**src/rtl/dircc_status_arbiter.sv**
```systemverilog
// Purpose: round-robin arbiter sharing one dircc status register Avalon-MM slave among NUM_REQ requesters.
// Latency: 1 cycle of arbitration, then a combinational pass-through to the slave; at most one read outstanding.
// Backpressure: non-granted requesters are always stalled; the granted one follows sts_waitrequest and is stalled while its read is outstanding.
// Optional feature: define DIRCC_STATUS_ARB_LOCK_EN to let req_lock keep the grant across completions.
module dircc_status_arbiter #(
    parameter int NUM_REQ    = 4,
    parameter int ADDR_WIDTH = 4,
    parameter int DATA_WIDTH = 16
) (
    input  logic                          clk,
    input  logic                          reset,
    input  logic [NUM_REQ*ADDR_WIDTH-1:0] req_address,
    input  logic [NUM_REQ-1:0]            req_read,
    input  logic [NUM_REQ-1:0]            req_write,
    input  logic [NUM_REQ*DATA_WIDTH-1:0] req_writedata,
    input  logic [NUM_REQ-1:0]            req_lock,
    output logic [NUM_REQ-1:0]            req_waitrequest,
    output logic [DATA_WIDTH-1:0]         req_readdata,
    output logic [NUM_REQ-1:0]            req_readdatavalid,
    output logic [NUM_REQ-1:0]            grant,
    output logic [ADDR_WIDTH-1:0]         sts_address,
    output logic                          sts_read,
    output logic                          sts_write,
    output logic [DATA_WIDTH-1:0]         sts_writedata,
    input  logic                          sts_waitrequest,
    input  logic [DATA_WIDTH-1:0]         sts_readdata,
    input  logic                          sts_readdatavalid
);

    localparam int IDXW = (NUM_REQ > 1) ? $clog2(NUM_REQ) : 1;
    localparam logic [IDXW-1:0] LAST_IDX = IDXW'(NUM_REQ - 1);
    localparam logic [IDXW:0]   NREQ_W   = (IDXW + 1)'(NUM_REQ);

    typedef enum logic [1:0] {IDLE, ISSUE, WAIT_RD} state_t;

    state_t                 state, state_nxt;
    logic [NUM_REQ-1:0]     grant_q;
    logic [IDXW-1:0]        grant_idx;
    logic [IDXW-1:0]        rr_ptr;

    logic [ADDR_WIDTH-1:0]  addr_a  [NUM_REQ];
    logic [DATA_WIDTH-1:0]  wdata_a [NUM_REQ];
    logic [NUM_REQ-1:0]     req_any;

    logic                   win_found;
    logic [IDXW-1:0]        win_idx;
    logic [IDXW:0]          cand_w;
    logic [NUM_REQ-1:0]     win_onehot;

    logic                   sel_rd, sel_wr;
    logic                   load_grant, clear_grant, adv_ptr, complete;

    assign req_any      = req_read | req_write;
    assign grant        = grant_q;
    assign req_readdata = sts_readdata;
    assign sel_rd       = req_read[grant_idx];
    assign sel_wr       = req_write[grant_idx];

    // Unpack the flat per-requester buses into indexable arrays
    always_comb begin
        for (int i = 0; i < NUM_REQ; i++) begin
            addr_a[i]  = req_address[i*ADDR_WIDTH +: ADDR_WIDTH];
            wdata_a[i] = req_writedata[i*DATA_WIDTH +: DATA_WIDTH];
        end
    end

    // Round-robin search: first active requester at or after rr_ptr, wrapping
    always_comb begin
        win_found  = 1'b0;
        win_idx    = rr_ptr;
        cand_w     = '0;
        win_onehot = '0;
        for (int k = 0; k < NUM_REQ; k++) begin
            cand_w = {1'b0, rr_ptr} + (IDXW + 1)'(k);
            if (cand_w >= NREQ_W) begin
                cand_w = cand_w - NREQ_W;
            end
            if (!win_found && req_any[cand_w[IDXW-1:0]]) begin
                win_found = 1'b1;
                win_idx   = cand_w[IDXW-1:0];
            end
        end
        for (int i = 0; i < NUM_REQ; i++) begin
            win_onehot[i] = (win_idx == IDXW'(i));
        end
    end

    // Next state and slave/requester outputs; everything idles to 0 / stalled
    always_comb begin
        state_nxt         = state;
        load_grant        = 1'b0;
        clear_grant       = 1'b0;
        adv_ptr           = 1'b0;
        complete          = 1'b0;
        sts_address       = '0;
        sts_read          = 1'b0;
        sts_write         = 1'b0;
        sts_writedata     = '0;
        req_waitrequest   = '1;
        req_readdatavalid = '0;

        case (state)
            IDLE: begin
                if (win_found) begin
                    load_grant = 1'b1;
                    state_nxt  = ISSUE;
                end
            end
            ISSUE: begin
                sts_address                = addr_a[grant_idx];
                sts_writedata              = wdata_a[grant_idx];
                sts_read                   = sel_rd;
                // a simultaneous read+write forwards only the read
                sts_write                  = sel_wr & ~sel_rd;
                req_waitrequest[grant_idx] = sts_waitrequest;
                if (!sel_rd && !sel_wr) begin
                    // requester withdrew before acceptance: nothing issued, pointer kept
                    state_nxt   = IDLE;
                    clear_grant = 1'b1;
                end else if (!sts_waitrequest) begin
                    if (sel_rd) begin
                        state_nxt = WAIT_RD;
                    end else begin
                        complete = 1'b1;
                    end
                end
            end
            WAIT_RD: begin
                if (sts_readdatavalid) begin
                    req_readdatavalid = grant_q;
                    complete          = 1'b1;
                end
            end
            default: begin
                state_nxt = IDLE;
            end
        endcase

        if (complete) begin
`ifdef DIRCC_STATUS_ARB_LOCK_EN
            if (req_lock[grant_idx]) begin
                // locked owner keeps the port and goes straight to its next access
                state_nxt = ISSUE;
            end else begin
                state_nxt   = IDLE;
                clear_grant = 1'b1;
                adv_ptr     = 1'b1;
            end
`else
            state_nxt   = IDLE;
            clear_grant = 1'b1;
            adv_ptr     = 1'b1;
`endif
        end
    end

`ifndef DIRCC_STATUS_ARB_LOCK_EN
    logic unused_lock;
    assign unused_lock = ^req_lock;
`endif

    // State, grant and round-robin pointer registers
    always_ff @(posedge clk or posedge reset) begin
        if (reset) begin
            state     <= IDLE;
            grant_q   <= '0;
            grant_idx <= '0;
            rr_ptr    <= '0;
        end else begin
            state <= state_nxt;
            if (load_grant) begin
                grant_q   <= win_onehot;
                grant_idx <= win_idx;
            end else if (clear_grant) begin
                grant_q <= '0;
            end
            if (adv_ptr) begin
                rr_ptr <= (grant_idx == LAST_IDX) ? '0 : grant_idx + 1'b1;
            end
        end
    end

endmodule

```
**config.mk**
```make
export PLATFORM = sky130hd
export DESIGN_NAME = dircc_status_arbiter
export DESIGN_NICKNAME = d
export VERILOG_FILES = /design/src/rtl/dircc_status_arbiter.sv
export SDC_FILE = /design/constraint.sdc
export NUM_CORES = 1
export LEC_CHECK = 0
export CAP_MARGIN = 20
export CORE_ASPECT_RATIO = 1.1
export CORE_MARGIN = 5
export CORE_UTILIZATION = 30
export CTS_CLUSTER_SIZE = 30
export DETAILED_ROUTE_END_ITERATION = 6
export GPL_ROUTABILITY_DRIVEN = 0
export PLACE_DENSITY = 0.94
export SLEW_MARGIN = 40
export SYNTH_ARGS = -nofsm -noshare
export SYNTH_HDL_FRONTEND = slang
export SYNTH_SLANG_ARGS = --single-unit
```
**constraint.sdc**
```tcl
create_clock -name clk -period 4.2 [get_ports clk]
set_clock_uncertainty 0.15 [all_clocks]
set_input_delay 0.63 -clock clk [delete_from_list [all_inputs] [get_ports clk]]
set_output_delay 0.63 -clock clk [all_outputs]
set_load 0.005 [all_outputs]
```
==> metrics.log, run 1 <==
INFO  metric cts_tree = built
INFO  metric post-synth-top-area-fraction = 32.4%
INFO  metric rows = 27
INFO  metric fin_total_pwr = 1.39 mW
INFO  metric path_clk_slew = 0.05 ns
INFO  metric power_per_cell_area = 503 mW/mm2
INFO  metric die_width = 78.1 um
INFO  metric minimum_setup_slack_after_placement = 0.927 ns
INFO  metric postSynthCellCount = between 100 and 150
INFO  metric overall_die_height = 84.9 um
INFO  metric cp_cell_sequence = clkdlybuf4s50_1 > mux4_2 > nor2b_4 > and2_1 > clkdlybuf4s50_1
INFO  metric postPlaceCellArea = about 0.0027 mm2
INFO  metric critPathMaxStageDelay = between 0.5 and 0.6 ns
INFO  metric detail_route.iter0.violations = 74
INFO  metric final-instance-count-excl-fill = between 300 and 400
INFO  metric finalHoldWorstSlack = 0.385 ns
INFO  metric synthTopCellsByCount = and2_1 (22), mux4_2 (22), buf_4 (16)
INFO  metric vias = 1,619
INFO  metric fin_tns_setup = 0 ns
INFO  metric grt_antenna_before_repair = 0
INFO  metric worst_slack = 0.932 ns
INFO  metric number_of_iterations_in_the_first_detailed_routing_pass = 4
INFO  metric power.static_leakage = 1.07 nW
INFO  metric port_buffers = 125
INFO  metric path_common_cell = clkdlybuf4s50_1
INFO  metric later_pin_clock_latency_in_the_skew_report = 0.23 ns
INFO  metric postSynthAreaPerCell = 10.4 um2
INFO  metric htree_num_levels = 1
INFO  metric achievable-frequency = approximately 310 MHz
INFO  metric dominantRegCellSynth = dfrtp_1
INFO  metric grt_overflow_total = 0
INFO  metric fin_area = 0.00277 mm2
INFO  metric cell_with_the_biggest_individual_delay_on_the_critical_path = mux4_2
INFO  metric setup_cp_type = in2out
INFO  metric initial_utilization = 30.8%
INFO  metric io_pins = 162
INFO  metric synth_largest_area_cell = mux4_2
INFO  metric ctsLongestPathBuffers = 2
INFO  metric place.detailed.hpwl = roughly 5000 um
INFO  metric worst_setup_path_end_kind = primary output
INFO  metric cts-resized-gates = 0
INFO  metric ant_nets_after_route = 0
INFO  metric sequential_area_share_after_synthesis = between 15 and 20%
INFO  metric design.die.area = roughly 0.0066 mm2
INFO  metric critical_hold_path_startpoint = grant[1]
INFO  metric crit_required = 3.42 ns
INFO  metric final_core_utilization = between 50% and 60%
INFO  metric synthToLayoutAreaGrowth = 81.0%
INFO  metric totalWireLength = 5840 um
INFO  metric finalMaxSlewViolations = 0
INFO  metric maximum_resistive_drop_on_vdd = 0.000203 V
INFO  metric rsz0062_at_grt = no
INFO  metric clk_root_buf = clkbuf_8
INFO  metric synth_nets = 266
INFO  metric detail_route.wl_per_cell = about 19 um
INFO  metric global_route.usage.total = 17.6%
INFO  metric synth_edf_count = 0
INFO  metric arrival_time_of_the_worst_setup_path = 2.49 ns
INFO  metric cts_made_buffers = 3
INFO  metric synth-seq-cells = 10
INFO  metric netlist-cell-type-count = 34
INFO  metric tightest_slew = 0.618 ns
INFO  metric crit_path_start = req_read[3]
INFO  metric cts.hold.buffers_added = 0
INFO  metric relSlewSlack = 58.6%
INFO  metric antennaDiodeCount = 0
INFO  metric setup_viol_count_final = 0
INFO  metric final_hold_viol_count = 0
INFO  metric place.detailed.instances = 309
INFO  metric synth_async_sr_flop_share = 100%
INFO  metric core-area = 0.00497 mm2
INFO  metric drv_cap = 0
INFO  metric crit_path_buffers_inverters = 2
INFO  metric synthesis.area = 0.00153 mm2
INFO  metric cts.repair_timing.setup_buffer_count = 0
INFO  metric number_of_global_route_vias_before_repair = 1,880
INFO  metric fin_crit = 3.27 ns
INFO  metric worst_setup_path_start_kind = input port
INFO  metric rr_startpoint = state[1]
INFO  metric yosys_synthesis_warning_count = 0
INFO  metric layout.nets = between 300 and 400
INFO  metric synth.top_cells.by_area = mux4_2 (32%), dfrtp_1 (16%), and2_1 (9.0%)
INFO  metric path_delay_family = buffers and inverters
INFO  metric drc = 0
INFO  metric hold_path.class = reg2reg
INFO  metric drt-vias-per-instance = 5.17
INFO  metric finalCritPeriodShare = 77.8%
INFO  metric cts.sink_count = 10
INFO  metric cp_max_fo = 5
INFO  metric grt_pass1_wl = 9430 um
INFO  metric outcome = finished clean
INFO  metric drive_above_1_share = ~15%
INFO  metric grt_max_degree = 28
==> cell type report <==
class,instances,area [um2]
flip-flops and latches,10,250
repair buffers,128,1270
fillers,433,2200
multi-input cells,107,1100
clock buffers,4,55.1
inverters,6,22.5
well taps,58,72.6
==> kinds of logic (layout without fill, tap and decap cells) <==
group	count (synthesis)	count (layout)	synth area share, %
fa+ha+maj	7	7	5.72
buf+inv	30	138	12.0
mux	25	25	34.8
flops	10	10	16.4
compound gates	21	21	10.7
simple gates	54	54	20.4
==> where the power goes <==
group / switching [mW] / internal [mW] / leakage [nW] / total [mW]
clock: 0.0342 / 0.0821 / 0.0288 / 0.116
combinational: 0.431 / 0.661 / 0.917 / 1.09
sequential: 0.0453 / 0.139 / 0.127 / 0.185
total: 0.510 / 0.882 / 1.07 / 1.39
==> layer usage <==
layer	global-route usage (%)	up-vias	wire, um
met5	0	-	0
met4	3.84	0	84
met3	4.88	10	467
met2	33.0	82	3150
met1	19.3	775	2140
li1	-	752	-
==> state kept, by name, summed over array words and instances, names as in the netlist <==
signal and flops:
grant 4, state 2, grant_idx 2, rr_ptr 2
==> final timing paths <==
kind	to	slack, ns	cells after the start
setup / recovery	sts_write	0.93	5
setup reg to reg	state[0]	1.82	7
min in group asynchronous	grant[0]	0.53	2
max in group asynchronous	grant_idx[1]	3.10	2
hold / removal	grant[1]	0.39	1
hold reg to reg	grant[1]	0.39	1
==> worst reg2reg max path, stage by stage, from the launching register on <==
cell and delay (ns):
dfrtp_1 0.37, inv_1 0.10, ha_1 0.14, buf_4 0.24, nor2b_1 0.54, a31oi_4 0.21
a21oi_2 0.20, mux2_4 0.31
==> cells in the final DEF, fill, tap and decap left out, types with 2 or more instances in the layout <==
cell | synthesis | layout
a21oi_1 | 5 | 5
nand2_1 | 8 | 8
mux2_2 | 2 | 2
inv_1 | 6 | 6
a41oi_1 | 2 | 2
ha_1 | 7 | 7
clkdlybuf4s50_1 | 0 | 125
o31ai_1 | 2 | 2
clkbuf_8 | 0 | 4
and2_1 | 22 | 22
and3_1 | 5 | 5
mux4_2 | 22 | 22
a22o_1 | 2 | 2
buf_4 | 16 | 3
nor2_1 | 7 | 7
or2_2 | 2 | 2
o21ai_0 | 2 | 2
nor2b_1 | 2 | 2
dfrtp_1 | 10 | 10
o2bb2ai_1 | 2 | 2
nand3_1 | 3 | 3
Note: power is estimated with default switching activity, not from simulation.
==> run 2, diff against run 1 <==
--- a/config.mk
+++ b/config.mk
@@ -8,11 +8,11 @@
 export CAP_MARGIN = 20
 export CORE_ASPECT_RATIO = 1.1
 export CORE_MARGIN = 5
-export CORE_UTILIZATION = 30
+export CORE_UTILIZATION = 29
 export CTS_CLUSTER_SIZE = 30
 export DETAILED_ROUTE_END_ITERATION = 6
 export GPL_ROUTABILITY_DRIVEN = 0
-export PLACE_DENSITY = 0.94
+export PLACE_DENSITY = 0.92
 export SLEW_MARGIN = 40
 export SYNTH_ARGS = -nofsm -noshare
 export SYNTH_HDL_FRONTEND = slang
==> constraint.sdc (replaced) <==
create_clock -name clk -period 3.4 [get_ports clk]
set_clock_uncertainty 0.15 [all_clocks]
set_input_delay 0.51 -clock clk [delete_from_list [all_inputs] [get_ports clk]]
set_output_delay 0.51 -clock clk [all_outputs]
set_load 0.005 [all_outputs]
==> run 2 against run 1 <==
Critical path depth unchanged. Wire length decreased by 1.3%. Non-clock buffer count increased by 1. Register-to-register slack got worse by 0.65 ns. Critical endpoint unchanged. Largest cell class unchanged. Largest power group unchanged. Highest routed layer unchanged.
==> metrics.log, run 2 (synthesis results as in run 1) <==
INFO  metric overall_die_height = 86.2 um (+1.5%)
INFO  metric worstReg2RegEnd = state[0]
INFO  metric worstHoldEndpoint = grant[0]
INFO  metric cts.hold.buffers_added = 0 (unchanged)
INFO  metric cts.sink_count = 10 (unchanged)
INFO  metric htree_num_levels = 1 (unchanged)
INFO  metric detail_route.iter0.violations = 30 (-59%)
INFO  metric grt_antenna_before_repair = 0 (unchanged)
INFO  metric outcome = finished clean
INFO  metric relSlewSlack = 60.7% (+2.1 points)
INFO  metric grt_max_degree = 26 (-7.1%)
INFO  metric worst_setup_path_start_kind = input port
INFO  metric worst_slack = 0.385 ns (-0.547 ns)
INFO  metric worst_setup_path_end_kind = primary output
INFO  metric number_of_iterations_in_the_first_detailed_routing_pass = 4 (unchanged)
INFO  metric place.detailed.instances = 310 (+0.32%)
INFO  metric rsz0062_at_grt = no
INFO  metric arrival_time_of_the_worst_setup_path = 2.35 ns (-0.14 ns)
INFO  metric port_buffers = 125 (unchanged)
INFO  metric critical_hold_path_startpoint = grant[0]
INFO  metric number_of_global_route_vias_before_repair = 1,785 (-5.1%)
INFO  metric filler_cell_count = 450 (+3.9%)
INFO  metric cts_made_buffers = 3 (unchanged)
INFO  metric maximum_resistive_drop_on_vdd = 0.000260 V (+28%)
INFO  metric clk_root_buf = clkbuf_8
INFO  metric antennaDiodeCount = 0 (unchanged)
INFO  metric drc = 0 (unchanged)
INFO  metric timing.reg2reg.setup_slack = 1.17 ns (-0.65 ns)
INFO  metric io_pins = 162 (unchanged)
INFO  metric totalWireLength = 5770 um (-1.3%)
INFO  metric achievable-frequency = 332 MHz
INFO  metric minimum_setup_slack_after_placement = 0.372 ns (-0.555 ns)
INFO  metric core-area = 0.00507 mm2 (+2.0%)
INFO  metric drt-vias-per-instance = 5.16 (-0.20%)
INFO  metric cts_tree = built
INFO  metric fin_crit = 3.01 ns
INFO  metric design.die.area = 0.00683 mm2 (+3.0%)
INFO  metric die_width = 79.3 um (+1.5%)
INFO  metric rows = 27 (unchanged)
INFO  metric grt_util_met1 = 19.7% (+0.44 points)
INFO  metric grt_overflow_total = 0 (unchanged)
INFO  metric ant_nets_after_route = 0 (unchanged)
INFO  metric cts-resized-gates = 0 (unchanged)
INFO  metric vias = 1,621 (+0.12%)
INFO  metric drv_cap = 0 (unchanged)
INFO  metric layout.cells.most_common_list = clkdlybuf4s50_1 (125), mux4_2 (22), and2_1 (22)
INFO  metric hold_path.class = reg2reg
INFO  metric path_clk_slew = 0.05 ns (about the same)
INFO  metric cp_max_fo = 5 (unchanged)
INFO  metric grt_use_met3 = 4.37% (-0.52 points)
INFO  metric net-switching-power = 0.631 mW (+24%)
INFO  metric cts.repair_timing.setup_buffer_count = 0 (unchanged)
INFO  metric multi_input_area = 0.00110 mm2 (unchanged)
INFO  metric finalCritPeriodShare = between 80% and 90%
INFO  metric fin_tns_setup = 0 ns (unchanged)
INFO  metric fin_area = 0.00278 mm2 (+0.27%)
INFO  metric detail_route.wl_per_cell = 18.4 um (-1.6%)
INFO  metric power.sequential.fraction = 13.3% (about the same)
INFO  metric portion_of_total_power_attributed_to_the_clock_network = 8.8% (+0.4 points)
INFO  metric finalMaxSlewViolations = 0 (unchanged)
INFO  metric internal_power = 1.10 mW (+24%)
INFO  metric power.static_leakage = 1.08 nW (+0.46%)
INFO  metric switching_share = 36.5% (-0.15 points)
INFO  metric final_hold_viol_count = 0 (unchanged)
INFO  metric grt_pass1_wl = 9180 um (-2.6%)
INFO  metric power_frac_comb = 77.9% (-0.5 points)
INFO  metric min_delay_path_depth = 1 (unchanged)
INFO  metric setup_viol_count_final = 0 (unchanged)
INFO  metric drive_above_1_share = 15.6% (+0.33 points)
INFO  metric place.detailed.hpwl = 4900 um (-1.5%)
INFO  metric crit_required = 2.74 ns (-0.68 ns)
INFO  metric layout.nets = 376 (+0.27%)
INFO  metric busiest_layer = met2
INFO  metric power_per_cell_area = 622 mW/mm2 (+24%)
INFO  metric final-instance-count-excl-fill = 314 (+0.32%)
INFO  metric most_common_cell_after_layout_fill_and_taps_aside = clkdlybuf4s50_1
INFO  metric ctsLongestPathBuffers = 2 (unchanged)
INFO  metric rr_startpoint = grant_idx[1]
INFO  metric postPlaceCellArea = 0.00272 mm2 (+0.28%)
INFO  metric largest_register_ff_count = 4 (unchanged)
INFO  metric synthToLayoutAreaGrowth = 81.5%
INFO  metric global_route.usage.total = 17.2% (-0.38 points)
INFO  metric initial_utilization = 30.2% (-0.62 points)
INFO  metric tightest_slew = 0.586 ns (-0.0313 ns)
INFO  metric later_pin_clock_latency_in_the_skew_report = 0.24 ns (about the same)
INFO  metric globalRouteMet2Util = 30.9% (-2.1 points)
INFO  metric worst-r2r-cell-count = 5 (-2)
INFO  metric ff_latch_area = 250 um2 (unchanged)
INFO  metric setup_cp_type = in2out
run 2: cell types whose count changed in the layout (fill, tap and decap cells not counted):
| cell | delta |
|---|---|
| buf_4 | +1 |
run 2: per-stage QoR:
stage	hold slack, ns	utilization [%]	power [mW]
after floorplan	0.200	-	1.03
after detailed placement	0.348	53.7	1.59
final	0.360	54.8	1.73
after CTS	0.362	54.8	1.76
after global placement	0.344	53.7	1.57
after global routing	0.377	54.8	1.87
run 2: area by class of cell:
class	instances	area share, %
Sequential cell	10	9.01
Timing Repair Buffer	129	46.1
Tap cell	58	2.61
Inverter	6	0.811
Multi-Input combinational cell	107	39.5
Clock buffer	4	1.98
run 2: worst max-delay path by stage:
stage                     endpoint  depth (start not counted)    startpoint
CTS                      sts_write                          5   req_read[0]
floorplan           sts_address[2]                          4  grant_idx[0]
global route             sts_write                          5   req_read[0]
global placement         sts_write                          5   req_read[0]
finish                   sts_write                          5   req_read[2]
detailed placement       sts_write                          5   req_read[0]
run 2: power groups by stage:
stage	clock (mW)	sequential (mW)	combinational, mW
global route	0.162	0.242	1.47
global placement	0	0.229	1.34
CTS	0.155	0.232	1.37
finish	0.152	0.230	1.35
detailed placement	0	0.232	1.36
floorplan	0	0.210	0.819
run 2: metal layers:
metal | routed length [um] | vias to the layer above | share of wire [%]
met2 | 3040 | 82 | 53
met1 | 2110 | 776 | 37
met3 | 486 | 11 | 8.4
met4 | 126 | 0 | 2.2
li1 | - | 752 | -
met5 | 0 | - | 0
run 2: critical path, cell delays in order:
cell and delay (ns):
clkdlybuf4s50_1 0.46, mux4_2 0.56, nor2b_4 0.18, and2_1 0.14, clkdlybuf4s50_1 0.51
==> run 3, diff against run 2 <==
--- a/config.mk
+++ b/config.mk
@@ -7,7 +7,7 @@
 export LEC_CHECK = 0
 export CAP_MARGIN = 20
 export CORE_ASPECT_RATIO = 1.1
-export CORE_MARGIN = 5
+export CORE_MARGIN = 2
 export CORE_UTILIZATION = 29
 export CTS_CLUSTER_SIZE = 30
 export DETAILED_ROUTE_END_ITERATION = 6
==> run 3 against run 2 <==
Register-to-register slack better by 0.13 ns. Wire length decreased by 9.8%. Non-clock buffer count did not move. Critical path depth unchanged. Global-route usage is 1.4 points higher. Flip-flop and latch count is the same. Clock power fell by 21%. Sequential share of layout area barely moved. Combinational power hardly changed. Cell count fell by 0.32%. Sequential power fell by 5%. Power down 2.0%. Highest routed layer unchanged.
==> metrics.log, run 3 (synthesis results as in run 1) <==
INFO  metric layout.cells.most_common_list = clkdlybuf4s50_1 (125), mux4_2 (22), and2_1 (22)
INFO  metric tightest_slew = 0.676 ns (+0.0894 ns)
INFO  metric path_common_cell = clkdlybuf4s50_1
INFO  metric rsz0062_at_grt = no
INFO  metric cts_made_buffers = 3 (unchanged)
INFO  metric worst_setup_path_end_kind = primary output
INFO  metric critPathMaxStageDelay = 0.56 ns (about the same)
INFO  metric cp_max_fo = 5 (unchanged)
INFO  metric finalCritPeriodShare = 88.7% (about the same)
INFO  metric number_of_iterations_in_the_first_detailed_routing_pass = 4 (unchanged)
INFO  metric fin_tns_setup = 0 ns (unchanged)
INFO  metric place.detailed.instances = 310 (unchanged)
INFO  metric most_common_cell_after_layout_fill_and_taps_aside = clkdlybuf4s50_1
INFO  metric initial_utilization = 30.4% (+0.20 points)
INFO  metric detail_route.iter0.violations = 47 (+57%)
INFO  metric worst_setup_path_start_kind = input port
INFO  metric ant_nets_after_route = 0 (unchanged)
INFO  metric antennaDiodeCount = 0 (unchanged)
INFO  metric drt-vias-per-instance = 5.17 (+0.13%)
INFO  metric core-area = 0.00503 mm2 (-0.67%)
INFO  metric setup_viol_count_final = 0 (unchanged)
INFO  metric synthToLayoutAreaGrowth = 80.6%
INFO  metric detail_route.wl_per_cell = 16.6 um (-9.5%)
INFO  metric largest_register_ff_count = 4 (unchanged)
INFO  metric minimum_setup_slack_after_placement = 0.383 ns (+0.0103 ns)
INFO  metric drc = 0 (unchanged)
INFO  metric ctsLongestPathBuffers = 2 (unchanged)
INFO  metric cts.sink_count = 10 (unchanged)
INFO  metric finalMaxSlewViolations = 0 (unchanged)
INFO  metric arrival_time_of_the_worst_setup_path = 2.36 ns (about the same)
INFO  metric fin_area = 0.00276 mm2 (-0.50%)
INFO  metric final_core_utilization = 54.9% (+0.095 points)
INFO  metric drive_above_1_share = 15.3% (-0.33 points)
INFO  metric relSlewSlack = 54.7% (-6.0 points)
INFO  metric port_buffers = 125 (unchanged)
INFO  metric rows = 27 (unchanged)
INFO  metric power_per_cell_area = 613 mW/mm2 (-1.5%)
INFO  metric design.die.area = 0.00587 mm2 (-14%)
INFO  metric grt_antenna_before_repair = 0 (unchanged)
INFO  metric hold_path.class = reg2reg
INFO  metric die_width = 73.3 um (-7.6%)
INFO  metric overall_die_height = 80.2 um (-7.0%)
INFO  metric grt_overflow_total = 0 (unchanged)
INFO  metric grt_max_degree = 26 (unchanged)
INFO  metric fin_crit = 3.02 ns (+0.00222 ns)
INFO  metric cts_tree = built
INFO  metric drv_cap = 0 (unchanged)
INFO  metric final_hold_viol_count = 0 (unchanged)
INFO  metric setup_cp_type = in2out
INFO  metric cts-resized-gates = 0 (unchanged)
INFO  metric htree_num_levels = 1 (unchanged)
INFO  metric later_pin_clock_latency_in_the_skew_report = 0.23 ns (about the same)
INFO  metric cell_with_the_biggest_individual_delay_on_the_critical_path = mux4_2
INFO  metric cts.hold.buffers_added = 0 (unchanged)
INFO  metric achievable-frequency = 331 MHz (about the same)
INFO  metric maximum_resistive_drop_on_vdd = 0.000347 V (+34%)
INFO  metric worst_slack = 0.383 ns (-0.00222 ns)
INFO  metric path_delay_family = buffers and inverters
INFO  metric global_route.usage.total = 18.6% (+1.4 points)
INFO  metric totalWireLength = 5200 um (-9.8%)
INFO  metric crit_path_buffers_inverters = 2 (unchanged)
INFO  metric layout.nets = 376 (unchanged)
INFO  metric path_clk_slew = 0.05 ns (about the same)
INFO  metric place.detailed.hpwl = 4490 um (-8.3%)
INFO  metric filler_cell_count = 429 (-4.7%)
INFO  metric vias = 1,618 (-0.19%)
INFO  metric io_pins = 162 (unchanged)
INFO  metric crit_required = 2.74 ns (about the same)
INFO  metric power.static_leakage = 1.07 nW (-0.67%)
INFO  metric number_of_global_route_vias_before_repair = 1,806 (+1.2%)
INFO  metric multi_input_area = 0.00110 mm2 (unchanged)
INFO  metric clk_root_buf = clkbuf_8
INFO  metric grt_pass1_wl = 8540 um (-7.0%)
INFO  metric cp_cell_sequence = clkdlybuf4s50_1 > mux4_2 > nor2b_4 > and2_1 > clkdlybuf4s50_1
INFO  metric postPlaceCellArea = 0.00272 mm2 (unchanged)
INFO  metric outcome = finished clean
INFO  metric final-instance-count-excl-fill = 313 (-0.32%)
INFO  metric ff_latch_area = 250 um2 (unchanged)
INFO  metric cts.repair_timing.setup_buffer_count = 0 (unchanged)
## run 3: cell types whose count changed in the layout (fill, tap and decap cells not counted)
cell,delta
clkbuf_8,-1
## run 3: through the flow
step	hold WS (ns)	power (mW)
after floorplan	0.200	1.03
after global placement	0.344	1.55
after detailed placement	0.354	1.59
after CTS	0.369	1.72
after global routing	0.393	1.83
final	0.365	1.69
## run 3: cell type report
class                      instances  area share [%]
multi-input combinational        107            39.7
sequential                        10            9.05
timing repair buffer             129            46.4
inverter                           6           0.815
clock buffer                       3            1.49
tap                               58            2.63
## run 3: final timing paths
check	from	end	slack, ns	cells after the start
setup / recovery	req_read[0]	sts_write	0.38	5
setup reg to reg	grant_idx[1]	state[0]	1.30	5
hold / removal	grant[0]	grant[0]	0.37	1
min in group asynchronous	reset	grant[0]	0.41	2
max in group asynchronous	reset	grant_idx[1]	2.42	2
hold reg to reg	grant[0]	grant[0]	0.37	1
## run 3: where the power goes
part	internal, mW	total (mW)	switching, mW
Combinational	0.824	1.35	0.529
Sequential	0.172	0.219	0.0470
Clock	0.0772	0.120	0.0432
Total	1.07	1.69	0.620
## run 3: layer usage
layer | global-route usage, % | vias to the layer above | share of wire, %
met3 | 6.02 | 16 | 7.8
met5 | 0 | - | 0
met4 | 5.37 | 0 | 2.2
met2 | 34.7 | 80 | 54
met1 | 19.4 | 773 | 36
li1 | - | 749 | -
